File: src/rtl/i2c_apb_pkg.sv
// rtl/i2c_apb_pkg.sv - shared encodings for the I2C target to APB bridge
// Contents:
//   I2C_BYTE_BITS : bits per I2C data/address byte
//   i2c_state_t   : byte-level FSM state of the I2C target
//   apb_phase_t   : phase of the outstanding APB master transfer
package i2c_apb_pkg;

    localparam int I2C_BYTE_BITS = 8;

    typedef enum logic [3:0] {
        ST_IDLE,
        ST_ADDR,
        ST_ADDR_ACK,
        ST_WDATA,
        ST_W_APB,
        ST_DATA_ACK,
        ST_R_APB,
        ST_RDATA,
        ST_MACK,
        ST_WAIT_STOP
    } i2c_state_t;

    typedef enum logic [1:0] {
        APB_IDLE,
        APB_SETUP,
        APB_ACCESS
    } apb_phase_t;

endpackage

File: src/rtl/i2c_bus_sync.sv
// rtl/i2c_bus_sync.sv - SCL/SDA synchronizer with edge and START/STOP detect
// Ports:
//   clk, rst            : system clock, synchronous active-low reset
//   scl_i, sda_i        : asynchronous bus levels
//   scl_rise, scl_fall  : one-cycle pulses on synchronized SCL edges
//   start_det, stop_det : SDA fall / rise while SCL is high
//   sda_s               : synchronized SDA level
module i2c_bus_sync (
    input  logic clk,
    input  logic rst,
    input  logic scl_i,
    input  logic sda_i,
    output logic scl_rise,
    output logic scl_fall,
    output logic start_det,
    output logic stop_det,
    output logic sda_s
);

    logic scl_m, scl_s, scl_h;
    logic sda_m, sda_h;

    // Idle bus is high, so loading 1s avoids false edges leaving reset.
    always_ff @(posedge clk) begin
        if (!rst) begin
            scl_m <= 1'b1;
            scl_s <= 1'b1;
            scl_h <= 1'b1;
            sda_m <= 1'b1;
            sda_s <= 1'b1;
            sda_h <= 1'b1;
        end else begin
            scl_m <= scl_i;
            scl_s <= scl_m;
            scl_h <= scl_s;
            sda_m <= sda_i;
            sda_s <= sda_m;
            sda_h <= sda_s;
        end
    end

    assign scl_rise  = scl_s & ~scl_h;
    assign scl_fall  = ~scl_s & scl_h;
    // SCL must be high on both samples so an SDA change next to an SCL edge is not a condition.
    assign start_det = scl_s & scl_h & sda_h & ~sda_s;
    assign stop_det  = scl_s & scl_h & ~sda_h & sda_s;

endmodule

File: src/rtl/i2c_apb_slave.sv
// rtl/i2c_apb_slave.sv - I2C target that turns one addressed byte into one APB transfer
// Optional build macro: I2C_APB_SLVERR_NACK_EN (pslverr NACKs writes, reads return 8'hFF)
// Ports:
//   clk, rst                   : system clock, synchronous active-low reset
//   scl_i, sda_i               : asynchronous I2C bus levels
//   scl_oe, sda_oe             : 1 pulls the line low (scl_oe = clock stretch)
//   psel, penable, pwrite      : APB master control
//   paddr, pwdata              : APB address (window offset) and write data
//   prdata, pready, pslverr    : APB completer response
//   busy                       : address matched, transaction not yet back in IDLE
//   xfer_done                  : one-cycle pulse when the APB access completes
module i2c_apb_slave
    import i2c_apb_pkg::*;
#(
    parameter logic [6:0] ADDR_BASE     = 7'h50,
    parameter int         ADDR_WIN_BITS = 2,
    parameter int         APB_AW        = 8
) (
    input  logic              clk,
    input  logic              rst,
    input  logic              scl_i,
    input  logic              sda_i,
    output logic              scl_oe,
    output logic              sda_oe,
    output logic              psel,
    output logic              penable,
    output logic              pwrite,
    output logic [APB_AW-1:0] paddr,
    output logic [7:0]        pwdata,
    input  logic [7:0]        prdata,
    input  logic              pready,
    input  logic              pslverr,
    output logic              busy,
    output logic              xfer_done
);

    localparam logic [3:0] BYTE_CNT = 4'(I2C_BYTE_BITS);

    logic scl_rise, scl_fall, start_det, stop_det, sda_s;

    i2c_bus_sync u_sync (
        .clk       (clk),
        .rst       (rst),
        .scl_i     (scl_i),
        .sda_i     (sda_i),
        .scl_rise  (scl_rise),
        .scl_fall  (scl_fall),
        .start_det (start_det),
        .stop_det  (stop_det),
        .sda_s     (sda_s)
    );

    i2c_state_t state;
    apb_phase_t apb_phase;
    logic [3:0] bit_cnt;
    logic [7:0] shreg;
    logic       rw;
    logic       rel_pend;    // release scl_oe on the next cycle (SDA already set up)
    logic       pend_start;  // bus condition seen while the APB access was running
    logic       pend_stop;
    logic       addr_hit, bus_abort, ev_start, ev_stop, apb_err;
    logic [7:0] rd_byte;

    // shreg holds {addr[6:0], rw} after the address byte.
    assign addr_hit  = (shreg[7:ADDR_WIN_BITS+1] == ADDR_BASE[6:ADDR_WIN_BITS]);
    assign bus_abort = (start_det | stop_det) && (state != ST_IDLE) &&
                       (state != ST_W_APB) && (state != ST_R_APB);
    // The most recent bus condition decides where a finished APB access goes.
    assign ev_start  = start_det | (pend_start & ~stop_det);
    assign ev_stop   = stop_det | (pend_stop & ~start_det);

`ifdef I2C_APB_SLVERR_NACK_EN
    assign apb_err = pslverr;
`else
    logic unused_pslverr;
    assign unused_pslverr = pslverr;
    assign apb_err        = 1'b0;
`endif
    assign rd_byte = apb_err ? 8'hFF : prdata;

    always_ff @(posedge clk) begin
        if (!rst) begin
            state      <= ST_IDLE;
            apb_phase  <= APB_IDLE;
            bit_cnt    <= '0;
            shreg      <= '0;
            rw         <= 1'b0;
            rel_pend   <= 1'b0;
            pend_start <= 1'b0;
            pend_stop  <= 1'b0;
            scl_oe     <= 1'b0;
            sda_oe     <= 1'b0;
            psel       <= 1'b0;
            penable    <= 1'b0;
            pwrite     <= 1'b0;
            paddr      <= '0;
            pwdata     <= '0;
            busy       <= 1'b0;
            xfer_done  <= 1'b0;
        end else begin
            xfer_done <= 1'b0;
            if (rel_pend) begin
                scl_oe   <= 1'b0;
                rel_pend <= 1'b0;
            end
            if (bus_abort) begin
                sda_oe   <= 1'b0;
                scl_oe   <= 1'b0;
                rel_pend <= 1'b0;
                bit_cnt  <= '0;
                if (start_det) begin
                    state <= ST_ADDR;
                end else begin
                    state <= ST_IDLE;
                    busy  <= 1'b0;
                end
            end else begin
                case (state)
                    ST_IDLE: begin
                        if (start_det) begin
                            state   <= ST_ADDR;
                            bit_cnt <= '0;
                        end
                    end
                    ST_ADDR, ST_WDATA: begin
                        if (scl_rise) begin
                            shreg   <= {shreg[6:0], sda_s};
                            bit_cnt <= bit_cnt + 4'd1;
                        end else if (scl_fall && bit_cnt == BYTE_CNT) begin
                            bit_cnt <= '0;
                            if (state == ST_WDATA) begin
                                state     <= ST_W_APB;
                                scl_oe    <= 1'b1;
                                psel      <= 1'b1;
                                pwrite    <= 1'b1;
                                pwdata    <= shreg;
                                apb_phase <= APB_SETUP;
                            end else if (addr_hit) begin
                                state  <= ST_ADDR_ACK;
                                sda_oe <= 1'b1;
                                busy   <= 1'b1;
                                rw     <= shreg[0];
                                paddr  <= APB_AW'(shreg[ADDR_WIN_BITS:1]);
                            end else begin
                                state <= ST_WAIT_STOP;
                            end
                        end
                    end
                    ST_ADDR_ACK: begin
                        if (scl_fall) begin
                            sda_oe <= 1'b0;
                            if (rw) begin
                                state     <= ST_R_APB;
                                scl_oe    <= 1'b1;
                                psel      <= 1'b1;
                                pwrite    <= 1'b0;
                                apb_phase <= APB_SETUP;
                            end else begin
                                state <= ST_WDATA;
                            end
                        end
                    end
                    ST_W_APB, ST_R_APB: begin
                        if (start_det) begin
                            pend_start <= 1'b1;
                            pend_stop  <= 1'b0;
                        end else if (stop_det) begin
                            pend_stop  <= 1'b1;
                            pend_start <= 1'b0;
                        end
                        case (apb_phase)
                            APB_SETUP: begin
                                penable   <= 1'b1;
                                apb_phase <= APB_ACCESS;
                            end
                            APB_ACCESS: begin
                                if (pready) begin
                                    psel       <= 1'b0;
                                    penable    <= 1'b0;
                                    xfer_done  <= 1'b1;
                                    apb_phase  <= APB_IDLE;
                                    pend_start <= 1'b0;
                                    pend_stop  <= 1'b0;
                                    if (ev_start) begin
                                        state   <= ST_ADDR;
                                        bit_cnt <= '0;
                                        scl_oe  <= 1'b0;
                                    end else if (ev_stop) begin
                                        state  <= ST_IDLE;
                                        busy   <= 1'b0;
                                        scl_oe <= 1'b0;
                                    end else if (state == ST_W_APB) begin
                                        state    <= ST_DATA_ACK;
                                        sda_oe   <= ~apb_err;
                                        rel_pend <= 1'b1;
                                    end else begin
                                        state    <= ST_RDATA;
                                        shreg    <= rd_byte;
                                        sda_oe   <= ~rd_byte[7];
                                        bit_cnt  <= '0;
                                        rel_pend <= 1'b1;
                                    end
                                end
                            end
                            default: ;
                        endcase
                    end
                    ST_DATA_ACK: begin
                        if (scl_fall) begin
                            state  <= ST_WAIT_STOP;
                            sda_oe <= 1'b0;
                        end
                    end
                    ST_RDATA: begin
                        // MSB is already on SDA; each fall presents the next bit.
                        if (scl_fall) begin
                            if (bit_cnt == BYTE_CNT - 4'd1) begin
                                state  <= ST_MACK;
                                sda_oe <= 1'b0;
                            end else begin
                                shreg   <= {shreg[6:0], 1'b1};
                                sda_oe  <= ~shreg[6];
                                bit_cnt <= bit_cnt + 4'd1;
                            end
                        end
                    end
                    ST_MACK: begin
                        // The master's ACK/NACK carries no meaning for a single-byte read.
                        if (scl_rise) begin
                            state <= ST_WAIT_STOP;
                        end
                    end
                    ST_WAIT_STOP: begin
                        sda_oe <= 1'b0;
                    end
                    default: state <= ST_IDLE;
                endcase
            end
        end
    end

endmodule

File: config.mk
export PLATFORM = sky130hd
export DESIGN_NAME = i2c_apb_slave
export DESIGN_NICKNAME = d
export VERILOG_FILES = /design/src/rtl/i2c_apb_pkg.sv /design/src/rtl/i2c_bus_sync.sv /design/src/rtl/i2c_apb_slave.sv
export SDC_FILE = /design/constraint.sdc
export NUM_CORES = 1
export LEC_CHECK = 0
export CAP_MARGIN = 20
export CORE_UTILIZATION = 55
export CTS_CLUSTER_DIAMETER = 40
export DETAILED_ROUTE_END_ITERATION = 7
export PLACE_DENSITY = 0.8
export RECOVER_POWER = 50
export SLEW_MARGIN = 20
export SYNTH_ARGS = -nofsm -noshare
export SYNTH_HDL_FRONTEND = slang
export SYNTH_SLANG_ARGS = --single-unit
File: constraint.sdc
create_clock -name clk -period 2.3 [get_ports clk]
set_clock_uncertainty 0.2 [all_clocks]
set_input_delay 0.23 -clock clk [delete_from_list [all_inputs] [get_ports clk]]
set_output_delay 0.23 -clock clk [all_outputs]
set_load 0.01 [all_outputs]
---- After elaboration in Yosys (flattened, before gate mapping) ----
Cells that the tools add are included.
storage, ports and cells
  logic and storage cells ................. 237
  flip-flop bits (word level) ............. 45
  bits of input ports ..................... 14
cells by class
  eq/ne operators ......................... 55
  reduce and logical (&&, ||, !) cells .... 31
  add/subtract/negate cells ............... 1
  bitwise logic cells ..................... 27
  multiplexer cells ....................... 100
operators with widths
  operator            count
  $mux 4              23
  $mux 8              8
  $ne 3x3->1 const B  18
  $mux 1              48
  $ne 2x2->1 const B  19
  $pmux 4 s8          1
  $reduce_and 9->1    3
  $pmux 8 s3          1
  $reduce_and 11->1   2
  $eq 4x3->1 const B  5
  $reduce_and 10->1   2
  $pmux 4 s4          1
  $not 1->1           15
  $mux 2              7
  $eq 4x4->1 const B  3
  $and 1x1->1         9
  $mux 3              3
  $reduce_bool 3->1   3
  $eq 4x2->1 const B  2
  $ne 4x3->1 const B  2
  $reduce_bool 4->1   2
  $reduce_or 2->1     4
  $reduce_and 7->1    1
  $pmux 1 s2          3
  other kinds (22)    29

---- Depth between registers and ports, before layout ----
Gate-level depths: netlist of the first run.
  depth after elaboration ................. 12
  mapped depth ............................ 9

---- Cells and area by module ----
From an unflattened synthesis of the first run, not the netlist that was laid out.
unflattened totals
  cells, all modules ...................... 303
  area total of the unflattened synthesis .. 2541.2 um2
by module, submodules not included
  module         cells each  times used  seq. area each (um2)  area an instance (um2)
  i2c_apb_slave  287         1           780.7                 2351.0
  i2c_bus_sync   16          1           120.1                 190.2

---- Worst setup path after synthesis of the first run ----
OpenSTA, ideal clock, no wires.
  path kind ............................... reg2reg
  from .................................... register bit_cnt[0]
  to ...................................... register bit_cnt[3]
  arrival ................................. 1815 ps
  stages on the path, launching flop included .. 9
  buffers on the path ..................... 0
  period minus slack after synthesis ...... 2087 ps
  slack ................................... 213 ps
  cells stage by stage .................... dfxtp_1 inv_1 ha_1 nand3b_1 o211a_1 and4bb_1 o41ai_4 or4_1 a21oi_1
on the way
  longest elaborated chain between the ends .. 4
RTL lines
  what                                                   line                                                              text
  start, declared                                        i2c_apb_slave.sv:55                                               logic [3:0] bit_cnt;
  start signal, assigned                                 i2c_apb_slave.sv:128                                              bit_cnt <= bit_cnt + 4'd1;
  start signal, assigned                                 i2c_apb_slave.sv:223                                              bit_cnt <= bit_cnt + 4'd1;
  $add 4x1->4 / $eq 4x4->1 (equally long branches)       i2c_apb_slave.sv:128, i2c_apb_slave.sv:223, i2c_apb_slave.sv:129
  $mux 4 / $logic_and 1x1->1 (equally long branches)     i2c_apb_slave.sv:217, i2c_apb_slave.sv:129
  $mux 4 / $ne 3x3->1 (equally long branches)            --
  $pmux 4 s4 / $reduce_and 9->1 (equally long branches)  --
Several ways; a longest one is shown, not always the timed one. The select of a mux whose other input is x is not followed.
A chain may end at the register's enable or synchronous reset.

---- Worst setup path after layout of the first run ----
Ends and elaborated chain as after synthesis.

==> impl_metrics.xml, run 1 <==
<?xml version="1.0" encoding="UTF-8"?>
<metrics>
  <group name="min_path">
    <metric name="hold_start" unit="">u_sync.sda_m$_SDFF_PN1_</metric>
    <metric name="worstHoldPathCells" unit="">1</metric>
    <metric name="worst_hold_path_type" unit="">reg -&gt; reg</metric>
    <metric name="holdPathEnd" unit="">u_sync.sda_s$_SDFF_PN1_</metric>
  </group>
  <group name="setup_path">
    <metric name="critical_path_class" unit="">reg -&gt; reg</metric>
    <metric name="critical_path_arrival" unit="ns">2.24</metric>
    <metric name="critPathSlowestCell" unit="">sky130_fd_sc_hd__or4_1</metric>
    <metric name="required" unit="ns">2.33</metric>
    <metric name="timing.critical_path.fanout_max" unit="">8</metric>
    <metric name="crit_path_cell_chain" unit="">inv_1, ha_1, nand3b_1, o211a_1, and4bb_1, o41ai_4, or4_1, a21oi_1</metric>
    <metric name="critical_path.startpoint_type" unit="">flip-flop</metric>
    <metric name="endpoint_kind" unit="">flip-flop</metric>
    <metric name="r2r_slack" unit="ns">0.09</metric>
    <metric name="max_stage_delay" unit="ns">0.51</metric>
    <metric name="crit-reg2reg-launch" unit="">bit_cnt[0]$_SDFFE_PP0P_</metric>
    <metric name="worst-r2r-cell-count" unit="">8</metric>
    <metric name="r2r-end" unit="">bit_cnt[3]$_SDFFE_PP0P_</metric>
  </group>
  <group name="clock_network">
    <metric name="ctsHoldBuffers" unit="">0</metric>
    <metric name="worstSkewPairLatency" unit="ns">0.30</metric>
    <metric name="cts_tree" unit="">built</metric>
    <metric name="num_cts_buffers" unit="">5</metric>
    <metric name="cts-root-to-sink-buffers" unit="">2</metric>
    <metric name="cts-root-buf" unit="">sky130_fd_sc_hd__clkbuf_8</metric>
    <metric name="clock_tree.htree_level_count" unit="">2</metric>
    <metric name="clk_pin_slew" unit="ns">0.09</metric>
    <metric name="clock_sink_count" unit="">45</metric>
  </group>
  <group name="detailed_routing">
    <metric name="drcViolationCount" unit="">0</metric>
    <metric name="firstDrtPassIters" unit="">5</metric>
    <metric name="antenna_left" unit="">0</metric>
    <metric name="routed_via_density" unit="">6.03</metric>
    <metric name="avgRoutedWirePerCell" unit="um">16.3</metric>
    <metric name="drt_iter0_markers" unit="">164</metric>
    <metric name="detail_route.wirelength" unit="um">6990</metric>
    <metric name="route.vias.total" unit="">2588</metric>
  </group>
  <group name="yosys">
    <metric name="asyncSetResetFlopFracSynth" unit="%">0</metric>
    <metric name="synthesis.instances" unit="">322</metric>
    <metric name="syn-mean-instance-area" unit="um^2">8.11</metric>
    <metric name="synth_top_cell_area_share" unit="%">34.5</metric>
    <metric name="netlist_top_cells_count" unit="">sky130_fd_sc_hd__dfxtp_1 (45), sky130_fd_sc_hd__nand2_1 (40), sky130_fd_sc_hd__o21ai_0 (21), sky130_fd_sc_hd__a21oi_1 (19), sky130_fd_sc_hd__nor2_1 (19)</metric>
    <metric name="postSynthRegisterBits" unit="">45</metric>
    <metric name="ys_dominant_reg_cell" unit="">sky130_fd_sc_hd__dfxtp_1</metric>
    <metric name="synth.largest_area_cell" unit="">sky130_fd_sc_hd__dfxtp_1</metric>
    <metric name="synthMostInstantiatedCell" unit="">sky130_fd_sc_hd__dfxtp_1</metric>
    <metric name="synth-seq-area-share" unit="%">34.5</metric>
    <metric name="synthesis.area" unit="mm^2">0.00261</metric>
    <metric name="synthesis.yosys.warnings" unit="">0</metric>
    <metric name="synth-edff-count" unit="">0</metric>
    <metric name="post_synth_main_area_contributors" unit="">sky130_fd_sc_hd__dfxtp_1 (35%), sky130_fd_sc_hd__nand2_1 (5.8%), sky130_fd_sc_hd__mux2i_1 (5.4%), sky130_fd_sc_hd__o21ai_0 (4.0%), sky130_fd_sc_hd__a21oi_1 (3.6%)</metric>
    <metric name="post_synth_num_cell_types" unit="">64</metric>
  </group>
  <group name="sta">
    <metric name="finalHoldWorstSlack" unit="ns">0.213</metric>
    <metric name="slew_headroom" unit="%">62.8</metric>
    <metric name="finalSetupViolations" unit="">0</metric>
    <metric name="worst_slew_pin_slew" unit="ns">0.552</metric>
    <metric name="unrepaired_setup_endpoints_after_global_routing" unit="">no</metric>
    <metric name="finalWorstPathRequiredPeriod" unit="ns">2.21</metric>
    <metric name="final_slew_violations" unit="">0</metric>
    <metric name="final_period_utilization" unit="%">96.3</metric>
    <metric name="max_freq" unit="MHz">452</metric>
    <metric name="finalSetupTns" unit="ns">0</metric>
    <metric name="final_hold_vios" unit="">0</metric>
  </group>
  <group name="placed_design">
    <metric name="port-buffer-count" unit="">29</metric>
    <metric name="post-dp-hpwl" unit="um">5050</metric>
    <metric name="placedCellCount" unit="">419</metric>
    <metric name="finalWeightedCongestion" unit="">0.970</metric>
  </group>
  <group name="finish">
    <metric name="fillers" unit="">338</metric>
    <metric name="total_area_of_multi_input_combinational_cells" unit="mm^2">0.00157</metric>
    <metric name="post_route_cells_drive_above_1_share" unit="%">17.2</metric>
    <metric name="footprint_of_the_flip_flops_and_latches" unit="um^2">908</metric>
    <metric name="stdcell_count" unit="">429</metric>
    <metric name="num-nets-final" unit="">392</metric>
    <metric name="num_antenna_cells" unit="">0</metric>
    <metric name="area_growth_syn_to_layout" unit="%">26.5</metric>
  </group>
  <group name="power_and_ir_drop">
    <metric name="worst_ir_drop_vdd" unit="mV">0.550</metric>
    <metric name="power-per-cell-area" unit="mW/mm^2">648</metric>
    <metric name="p_leak" unit="uW">0.00130</metric>
    <metric name="design_power_total" unit="uW">2140</metric>
  </group>
  <group name="die">
    <metric name="start_util" unit="%">58.7</metric>
    <metric name="num_io_pins" unit="">37</metric>
    <metric name="die_width" unit="um">70.9</metric>
    <metric name="core_area" unit="mm^2">0.00444</metric>
    <metric name="rows" unit="">24</metric>
    <metric name="area_of_the_die" unit="mm^2">0.00502</metric>
    <metric name="die_y" unit="um">70.9</metric>
  </group>
  <group name="global_route">
    <metric name="grt_pass1_wl" unit="um">11500</metric>
    <metric name="grt_pass1_vias" unit="">2420</metric>
    <metric name="antenna_found_initial" unit="">0</metric>
    <metric name="grt-ovfl-total" unit="">0</metric>
    <metric name="largest_net_degree_at_the_start_of_global_routing" unit="">35</metric>
    <metric name="grt_util_all_layers" unit="%">29.3</metric>
  </group>
  <group name="job">
    <metric name="maxCapViolations" unit="">0</metric>
  </group>
  <group name="status">
    <metric name="run_status" unit="">finished clean</metric>
  </group>
</metrics>
[critical path, delay by kind of cell, from the launching register on]
kind,cells,cell delay (ns)
DFF,1,0.35
buffers and inverters,1,0.07
adders and majority gates,1,0.13
AOI/OAI and AO/OA,3,0.48
and+or+nand+nor,3,0.92
[repair_timing]
item / CTS / global route
setup buffers: 0 / 2
gates resized for setup: 1 / 9
setup endpoints to repair: 1 / 14
pin swaps: 0 / 2
[registers in the layout, indices dropped and copies added, names as in the netlist]
signal / count
rw: 1
u_sync.scl_s: 1
apb_phase: 2
psel: 1
u_sync.sda_h: 1
bit_cnt: 4
u_sync.sda_s: 1
penable: 1
u_sync.scl_m: 1
rel_pend: 1
pwrite: 1
state: 4
pwdata: 8
pend_stop: 1
u_sync.scl_h: 1
sda_oe: 1
scl_oe: 1
shreg: 8
pend_start: 1
xfer_done: 1
paddr: 2
busy: 1
u_sync.sda_m: 1
[kinds of logic after synthesis]
| kind of cell | Yosys count | share of synthesized area, % |
|---|---|---|
| xor+xnor | 1 | 0.336 |
| fa+ha+maj | 2 | 0.959 |
| buf+inv | 35 | 6.76 |
| compound gates | 94 | 25.0 |
| other cells | 1 | 0.144 |
| flops | 45 | 34.5 |
| simple gates | 130 | 26.9 |
| mux | 14 | 5.37 |
[layout make-up]
cell class / count / area share, %
multi-input combinational: 247 / 47.5
sequential: 45 / 27.5
timing repair buffer: 67 / 18.3
clock buffer: 6 / 2.50
tap: 52 / 1.97
clock inverter: 2 / 1.14
inverter: 10 / 1.14
[metal layers]
metal,vias up,track usage [%],part of all wire [%]
li1,1250,-,-
met1,1228,38.6,44
met2,90,47.1,47
met3,20,4.99,6.2
met4,0,13.3,3.3
met5,-,0,0
[worst max path at each step]
stage / from / to / depth (start not counted)
floorplan: bit_cnt[0]$_SDFFE_PP0P_ / bit_cnt[3]$_SDFFE_PP0P_ / 8
detailed placement: state[2]$_SDFFE_PN0P_ / apb_phase[1]$_SDFFE_PN0P_ / 7
CTS: u_sync.scl_s$_SDFF_PN1_ / bit_cnt[3]$_SDFFE_PP0P_ / 7
finish: bit_cnt[0]$_SDFFE_PP0P_ / bit_cnt[3]$_SDFFE_PP0P_ / 8
global placement: pready / bit_cnt[3]$_SDFFE_PP0P_ / 7
global route: bit_cnt[0]$_SDFFE_PP0P_ / bit_cnt[3]$_SDFFE_PP0P_ / 8
[layout by cell type, fill, tap and decap left out, types with 3 or more instances in the layout]
master / instances
sky130_fd_sc_hd__a21boi_0: 3
sky130_fd_sc_hd__inv_1: 10
sky130_fd_sc_hd__a31oi_1: 3
sky130_fd_sc_hd__conb_1: 6
sky130_fd_sc_hd__a21oi_1: 18
sky130_fd_sc_hd__nor4_1: 3
sky130_fd_sc_hd__nand3b_1: 3
sky130_fd_sc_hd__nand2_1: 40
sky130_fd_sc_hd__buf_12: 3
sky130_fd_sc_hd__dfxtp_1: 39
sky130_fd_sc_hd__nand2b_1: 11
sky130_fd_sc_hd__a21boi_1: 8
sky130_fd_sc_hd__buf_4: 32
sky130_fd_sc_hd__mux2i_1: 14
sky130_fd_sc_hd__o21ai_0: 21
sky130_fd_sc_hd__nand3_1: 10
sky130_fd_sc_hd__nor2_1: 19
sky130_fd_sc_hd__dlygate4sd3_1: 18
sky130_fd_sc_hd__a21o_1: 9
sky130_fd_sc_hd__or3_1: 3
sky130_fd_sc_hd__nor2b_1: 13
sky130_fd_sc_hd__a211oi_1: 3
sky130_fd_sc_hd__nor3_1: 6
sky130_fd_sc_hd__dfxtp_2: 6
sky130_fd_sc_hd__clkdlybuf4s50_1: 11
sky130_fd_sc_hd__clkbuf_8: 6
[report_power, final]
group	switching (uW)	internal [uW]	total, uW	leakage [uW]
Combinational	351	302	653	0.000874
Sequential	38.7	820	859	0.000365
Clock	276	353	629	0.0000574
Total	665	1480	2140	0.00130
[per-stage QoR]
stage	utilization (%)	cell area [um^2]	worst slack [ns]
global route	74.3	3300	0.00614
finish	74.3	3300	0.0860
detailed placement	70.9	3150	-0.0190
floorplan	-	2630	0.213
global placement	70.9	3150	0.0291
CTS	73.8	3280	0.0304
No activity file was read; power rests on OpenSTA's default activity.
==> run 2: changes to the inputs <==
CORE_UTILIZATION = 48   (was 55)
PLACE_DENSITY = 0.72   (was 0.8)
REMOVE_ABC_BUFFERS = 1   (was not set)
==> run 2 against run 1 <==
Against the previous run:
- clock power decreased by 21%
- count of clock-buffer cells in the layout unchanged
- worst setup slack got worse by 0.054 ns
- maximum frequency decreased by 2.4%
- global-route usage decreased by 2.4 points
- design area increased by 2.3%
- sequential cell count unchanged
- critical endpoint unchanged
==> impl_metrics.xml, run 2 (same netlist as run 1, synthesis figures left out) <==
<?xml version="1.0" encoding="UTF-8"?>
<metrics>
  <group name="placed_design">
    <metric name="port-buffer-count" unit="">29</metric>
    <metric name="finalWeightedCongestion" unit="">0.947</metric>
    <metric name="placement_stage_cell_area" unit="mm^2">0.00321</metric>
    <metric name="placedCellCount" unit="">442</metric>
    <metric name="post-dp-hpwl" unit="um">5410</metric>
  </group>
  <group name="min_path">
    <metric name="worst_hold_path_type" unit="">reg -&gt; reg</metric>
  </group>
  <group name="sta">
    <metric name="final_hold_vios" unit="">0</metric>
    <metric name="finalSetupViolations" unit="">0</metric>
    <metric name="finalHoldWorstSlack" unit="ns">0.222</metric>
    <metric name="worst_slew_pin_slew" unit="ns">0.769</metric>
    <metric name="finalWorstPathRequiredPeriod" unit="ns">2.27</metric>
    <metric name="finalSetupTns" unit="ns">0</metric>
    <metric name="slew_headroom" unit="%">48.7</metric>
    <metric name="unrepaired_setup_endpoints_after_global_routing" unit="">yes</metric>
    <metric name="final_slew_violations" unit="">0</metric>
    <metric name="final_period_utilization" unit="%">98.6</metric>
    <metric name="max_freq" unit="MHz">441</metric>
  </group>
  <group name="finish">
    <metric name="layout_common_cells" unit="">sky130_fd_sc_hd__buf_4 (43), sky130_fd_sc_hd__nand2_1 (40), sky130_fd_sc_hd__dfxtp_1 (38), sky130_fd_sc_hd__o21ai_0 (22)</metric>
    <metric name="biggestRegsByFlops" unit="">pwdata (8), shreg (8)</metric>
    <metric name="layout_commonest_cell" unit="">sky130_fd_sc_hd__buf_4</metric>
    <metric name="post_route_cells_drive_above_1_share" unit="%">20.4</metric>
    <metric name="stdcell_count" unit="">457</metric>
    <metric name="num-nets-final" unit="">402</metric>
    <metric name="total_area_of_multi_input_combinational_cells" unit="mm^2">0.00158</metric>
    <metric name="fillers" unit="">464</metric>
    <metric name="area_growth_syn_to_layout" unit="%">29.4</metric>
    <metric name="num_antenna_cells" unit="">0</metric>
    <metric name="footprint_of_the_flip_flops_and_latches" unit="um^2">912</metric>
    <metric name="design_area" unit="mm^2">0.00338</metric>
  </group>
  <group name="clock_network">
    <metric name="clock_sink_count" unit="">45</metric>
    <metric name="clock_tree.htree_level_count" unit="">2</metric>
    <metric name="worstSkewPairLatency" unit="ns">0.30</metric>
    <metric name="cts_tree" unit="">built</metric>
    <metric name="clk_pin_slew" unit="ns">0.09</metric>
    <metric name="cts-root-buf" unit="">sky130_fd_sc_hd__clkbuf_8</metric>
    <metric name="cts-root-to-sink-buffers" unit="">2</metric>
    <metric name="num_cts_buffers" unit="">5</metric>
  </group>
  <group name="global_route">
    <metric name="grt_pass1_vias" unit="">2430</metric>
    <metric name="grt-ovfl-total" unit="">0</metric>
    <metric name="grt_pass1_wl" unit="um">11600</metric>
    <metric name="grt_util_all_layers" unit="%">26.9</metric>
    <metric name="largest_net_degree_at_the_start_of_global_routing" unit="">22</metric>
    <metric name="antenna_found_initial" unit="">0</metric>
  </group>
  <group name="die">
    <metric name="area_of_the_die" unit="mm^2">0.00574</metric>
    <metric name="core_area" unit="mm^2">0.00517</metric>
    <metric name="rows" unit="">26</metric>
    <metric name="start_util" unit="%">50.5</metric>
    <metric name="num_io_pins" unit="">37</metric>
    <metric name="die_width" unit="um">75.7</metric>
    <metric name="die_y" unit="um">75.7</metric>
  </group>
  <group name="setup_path">
    <metric name="crit_path_cell_chain" unit="">ha_1, nand3b_1, a21boi_2, and4bb_1, o41ai_4, or4_1, a21oi_2</metric>
    <metric name="critical_path_class" unit="">reg -&gt; reg</metric>
    <metric name="critical_path.startpoint_type" unit="">flip-flop</metric>
    <metric name="timing.critical_path.fanout_max" unit="">8</metric>
    <metric name="critPathSlowestCell" unit="">sky130_fd_sc_hd__or4_1</metric>
    <metric name="endpoint_kind" unit="">flip-flop</metric>
    <metric name="required" unit="ns">2.34</metric>
    <metric name="critical_path_arrival" unit="ns">2.30</metric>
    <metric name="max_stage_delay" unit="ns">0.56</metric>
  </group>
  <group name="power_and_ir_drop">
    <metric name="switching_share" unit="%">33.7</metric>
    <metric name="worst_ir_drop_vdd" unit="mV">0.286</metric>
    <metric name="design_power_total" unit="uW">2030</metric>
    <metric name="clock_network_fraction_of_total_power" unit="%">24.6</metric>
    <metric name="power.share.combinational" unit="%">32.6</metric>
    <metric name="p_leak" unit="uW">0.00133</metric>
    <metric name="power.switching" unit="uW">685</metric>
    <metric name="p_seq_share" unit="%">42.8</metric>
    <metric name="internal_power" unit="uW">1350</metric>
    <metric name="power-per-cell-area" unit="mW/mm^2">602</metric>
  </group>
  <group name="detailed_routing">
    <metric name="route.vias.total" unit="">2689</metric>
    <metric name="firstDrtPassIters" unit="">5</metric>
    <metric name="antenna_left" unit="">0</metric>
    <metric name="drcViolationCount" unit="">0</metric>
    <metric name="drt_iter0_markers" unit="">239</metric>
    <metric name="avgRoutedWirePerCell" unit="um">16.1</metric>
    <metric name="detail_route.wirelength" unit="um">7340</metric>
    <metric name="routed_via_density" unit="">5.88</metric>
  </group>
  <group name="job">
    <metric name="maxCapViolations" unit="">0</metric>
  </group>
  <group name="status">
    <metric name="run_status" unit="">finished clean</metric>
  </group>
</metrics>
[run 2: final cells by class]
cell class                 instances  share of cell area, %
multi-input combinational        247                   46.9
sequential                        45                   27.0
timing repair buffer              77                   19.7
tap                               70                   2.59
clock buffer                       6                   2.15
inverter                          10                   1.19
clock inverter                     2                  0.445
[run 2: through the flow]
stage | setup WS (ns) | utilization (%)
after floorplan | -0.290 | -
after detailed placement | 0.0241 | 62.1
after global placement | 0.0144 | 62.1
final | 0.0324 | 65.3
after CTS | 0.0198 | 63.8
after global routing | -0.0375 | 65.3
[run 2: timing repair]
item | in CTS | in global routing
hold buffers | 0 | 0
gates resized for setup | 0 | 18
setup endpoints to repair | 0 | 17
buffers inserted | 0 | 7
hold endpoints to repair | 0 | 0
[run 2: worst max-delay path: cells and delay by family (launching register included)]
family,cells,cell delay (ns)
AOI/OAI and AO/OA,3,0.37
adders and majority gates,1,0.22
DFF,1,0.37
and+or+nand+nor,3,1.05
[run 2: worst paths after layout]
kind	from	endpoint	slack [ns]	depth (start not counted)
max	bit_cnt[0]$_SDFFE_PP0P_	bit_cnt[3]$_SDFFE_PP0P_	0.03	7
min	u_sync.scl_m$_SDFF_PN1_	u_sync.scl_s$_SDFF_PN1_	0.22	1
max reg2reg	bit_cnt[0]$_SDFFE_PP0P_	bit_cnt[3]$_SDFFE_PP0P_	0.03	7
min reg2reg	u_sync.scl_m$_SDFF_PN1_	u_sync.scl_s$_SDFF_PN1_	0.22	1
[run 2: routing by layer]
layer | global-route usage, % | up-vias | share of wire (%)
met3 | 4.23 | 17 | 6.1
li1 | - | 1277 | -
met2 | 44.4 | 122 | 48
met4 | 9.88 | 0 | 2.1
met1 | 35.2 | 1273 | 44
met5 | 0 | - | 0
[run 2: power groups by stage]
stage	Combinational (uW)	Clock (uW)	Sequential, uW
4_1_cts	655	507	867
2_1_floorplan	339	0	908
5_1_grt	715	540	877
6_report	663	499	870
3_3_place_gp	652	0	885
3_5_place_dp	647	0	886
==> run 3: changes to the inputs <==
SETUP_SLACK_MARGIN = 0.4   (was not set)
==> run 3 against run 2 <==
Against the previous run:
- count of clock-buffer cells in the layout unchanged
- sequential share of layout area down 1.6 points
- clock power about the same
- maximum frequency up 3.1%
- largest cell class unchanged
==> impl_metrics.xml, run 3 (same netlist as run 1, synthesis figures left out) <==
<?xml version="1.0" encoding="UTF-8"?>
<metrics>
  <group name="detailed_routing">
    <metric name="met1Wirelength" unit="um">3420</metric>
    <metric name="routed_via_density" unit="">5.87</metric>
    <metric name="antenna_left" unit="">0</metric>
    <metric name="detailroute.wirelength.met3" unit="um">493</metric>
    <metric name="detail_route.wirelength" unit="um">7990</metric>
    <metric name="drcViolationCount" unit="">0</metric>
    <metric name="route.top_layer_used" unit="">met4</metric>
    <metric name="firstDrtPassIters" unit="">7</metric>
    <metric name="drt_iter0_markers" unit="">243</metric>
    <metric name="route.vias.total" unit="">2741</metric>
    <metric name="routed-wl-met2" unit="um">3870</metric>
    <metric name="avgRoutedWirePerCell" unit="um">17.1</metric>
  </group>
  <group name="placed_design">
    <metric name="post-dp-hpwl" unit="um">5410</metric>
    <metric name="placement_stage_cell_area" unit="mm^2">0.00321</metric>
    <metric name="finalWeightedCongestion" unit="">0.947</metric>
    <metric name="placedCellCount" unit="">442</metric>
    <metric name="port-buffer-count" unit="">29</metric>
  </group>
  <group name="clock_network">
    <metric name="cts-root-buf" unit="">sky130_fd_sc_hd__clkbuf_8</metric>
    <metric name="clk_pin_slew" unit="ns">0.09</metric>
    <metric name="clock_sink_count" unit="">45</metric>
    <metric name="cts-root-to-sink-buffers" unit="">2</metric>
    <metric name="cts_tree" unit="">built</metric>
    <metric name="clock_tree.htree_level_count" unit="">2</metric>
    <metric name="worstSkewPairLatency" unit="ns">0.30</metric>
    <metric name="num_cts_buffers" unit="">5</metric>
    <metric name="ctsHoldBuffers" unit="">0</metric>
  </group>
  <group name="finish">
    <metric name="post_route_cells_drive_above_1_share" unit="%">28.5</metric>
    <metric name="biggestRegsByFlops" unit="">pwdata (8), shreg (8)</metric>
    <metric name="fillers" unit="">444</metric>
    <metric name="footprint_of_the_flip_flops_and_latches" unit="um^2">921</metric>
    <metric name="design_area" unit="mm^2">0.00362</metric>
    <metric name="layout_commonest_cell" unit="">sky130_fd_sc_hd__buf_4</metric>
    <metric name="area_growth_syn_to_layout" unit="%">38.7</metric>
    <metric name="num-nets-final" unit="">412</metric>
    <metric name="layout_common_cells" unit="">sky130_fd_sc_hd__buf_4 (48), sky130_fd_sc_hd__nand2_1 (39), sky130_fd_sc_hd__dfxtp_1 (37), sky130_fd_sc_hd__dlygate4sd3_1 (18)</metric>
    <metric name="num_antenna_cells" unit="">0</metric>
    <metric name="stdcell_count" unit="">467</metric>
    <metric name="total_area_of_multi_input_combinational_cells" unit="mm^2">0.00171</metric>
  </group>
  <group name="sta">
    <metric name="final_hold_vios" unit="">0</metric>
    <metric name="finalHoldWorstSlack" unit="ns">0.220</metric>
    <metric name="slew_headroom" unit="%">47.9</metric>
    <metric name="unrepaired_setup_endpoints_after_global_routing" unit="">yes</metric>
    <metric name="finalSetupViolations" unit="">0</metric>
    <metric name="final_slew_violations" unit="">0</metric>
    <metric name="finalWorstPathRequiredPeriod" unit="ns">2.20</metric>
    <metric name="worst_slew_pin_slew" unit="ns">0.781</metric>
    <metric name="max_freq" unit="MHz">454</metric>
    <metric name="final_period_utilization" unit="%">95.7</metric>
  </group>
  <group name="die">
    <metric name="die_y" unit="um">75.7</metric>
    <metric name="core_area" unit="mm^2">0.00517</metric>
    <metric name="start_util" unit="%">50.5</metric>
    <metric name="rows" unit="">26</metric>
    <metric name="die_width" unit="um">75.7</metric>
    <metric name="area_of_the_die" unit="mm^2">0.00574</metric>
    <metric name="num_io_pins" unit="">37</metric>
  </group>
  <group name="setup_path">
    <metric name="timing.critical_path.buf_inv" unit="">3</metric>
    <metric name="endpoint_kind" unit="">flip-flop</metric>
    <metric name="worst-r2r-cell-count" unit="">7</metric>
    <metric name="critPathSlowestCell" unit="">sky130_fd_sc_hd__or4_1</metric>
    <metric name="crit-reg2reg-launch" unit="">state[2]$_SDFFE_PN0P_</metric>
    <metric name="max_stage_delay" unit="ns">0.55</metric>
    <metric name="cell_family_contributing_the_most_delay_on_the_critical_path" unit="">simple AND/OR/NAND/NOR gates</metric>
    <metric name="timing.critical_path.fanout_max" unit="">6</metric>
    <metric name="critical_path_class" unit="">reg -&gt; reg</metric>
    <metric name="r2r_slack" unit="ns">0.1</metric>
    <metric name="critical_path.startpoint_type" unit="">flip-flop</metric>
    <metric name="crit_path_cell_chain" unit="">buf_12, buf_4, nor3b_4, clkbuf_1, a31oi_2, or4_1, a21oi_2</metric>
    <metric name="critical_path_arrival" unit="ns">2.24</metric>
    <metric name="r2r-end" unit="">bit_cnt[3]$_SDFFE_PP0P_</metric>
    <metric name="required" unit="ns">2.34</metric>
  </group>
  <group name="min_path">
    <metric name="holdPathEnd" unit="">u_sync.scl_s$_SDFF_PN1_</metric>
    <metric name="hold_start" unit="">u_sync.scl_m$_SDFF_PN1_</metric>
    <metric name="worstHoldPathCells" unit="">1</metric>
    <metric name="worst_hold_path_type" unit="">reg -&gt; reg</metric>
  </group>
  <group name="global_route">
    <metric name="grt_pass1_vias" unit="">2532</metric>
    <metric name="grt-ovfl-total" unit="">0</metric>
    <metric name="antenna_found_initial" unit="">0</metric>
    <metric name="largest_net_degree_at_the_start_of_global_routing" unit="">22</metric>
    <metric name="grt_pass1_wl" unit="um">11900</metric>
    <metric name="grt_util_all_layers" unit="%">27.6</metric>
  </group>
  <group name="power_and_ir_drop">
    <metric name="worst_ir_drop_vdd" unit="mV">0.291</metric>
    <metric name="p_leak" unit="uW">0.00140</metric>
    <metric name="power-per-cell-area" unit="mW/mm^2">599</metric>
  </group>
  <group name="job">
    <metric name="maxCapViolations" unit="">0</metric>
  </group>
  <group name="status">
    <metric name="run_status" unit="">finished clean</metric>
  </group>
</metrics>
run 3: cell types whose count changed in the layout (fill, tap and decap cells not counted), moves of 3 or more:
cell                      change
sky130_fd_sc_hd__dfxtp_4      +3
sky130_fd_sc_hd__a21oi_1      -4
sky130_fd_sc_hd__o21ai_1      +5
sky130_fd_sc_hd__nor2_1       -3
sky130_fd_sc_hd__buf_4        +5
sky130_fd_sc_hd__a21oi_2      +4
sky130_fd_sc_hd__o21ai_0      -7
run 3: where the power goes:
part | switching [uW] | total, uW | internal (uW)
Combinational | 415 | 799 | 384
Sequential | 47.2 | 868 | 821
Clock | 286 | 501 | 215
Total | 748 | 2170 | 1420
run 3: timing repair:
item / 4_1_cts / 5_1_grt
gates resized for setup: 28 / 36
setup endpoints to repair: 36 / 33
pin swaps: 11 / 15
gates cloned: 0 / 0
buffers inserted: 10 / 7
run 3: worst max path at each step:
stage,from,to,slack [ns],depth (start not counted)
global route,bit_cnt[0]$_SDFFE_PP0P_,bit_cnt[2]$_SDFFE_PP0P_,0.02,7
CTS,bit_cnt[0]$_SDFFE_PP0P_,bit_cnt[2]$_SDFFE_PP0P_,0.16,8
detailed placement,pready,bit_cnt[3]$_SDFFE_PP0P_,0.02,7
floorplan,state[2]$_SDFFE_PN0P_,shreg[0]$_SDFFE_PN0P_,-0.29,4
finish,state[2]$_SDFFE_PN0P_,bit_cnt[3]$_SDFFE_PP0P_,0.1,7
global placement,pready,bit_cnt[3]$_SDFFE_PP0P_,0.01,7
run 3: layout make-up:
type                    count  share of cell area [%]
repair buffers             87                    21.2
clock buffers               6                    2.00
multi-input cells         247                    47.3
inverters                  10                    1.21
well taps                  70                    2.42
flip-flops and latches     45                    25.4
clock inverters             2                   0.415
run 3: routing by layer:
metal  vias up  track usage [%]
li1       1294                -
met5         -                0
met1      1299             34.9
met3        22             4.50
met2       126             46.6
met4         0             10.9
run 3: metrics by stage:
stage | total power, uW | utilization (%) | worst slack (ns) | setup TNS, ns
floorplan | 1250 | - | -0.290 | -3.31
global placement | 1540 | 62.1 | 0.0144 | 0
detailed placement | 1530 | 62.1 | 0.0241 | 0
CTS | 2090 | 66.5 | 0.156 | 0
global route | 2260 | 70.0 | 0.0202 | 0
finish | 2170 | 70.0 | 0.0997 | 0
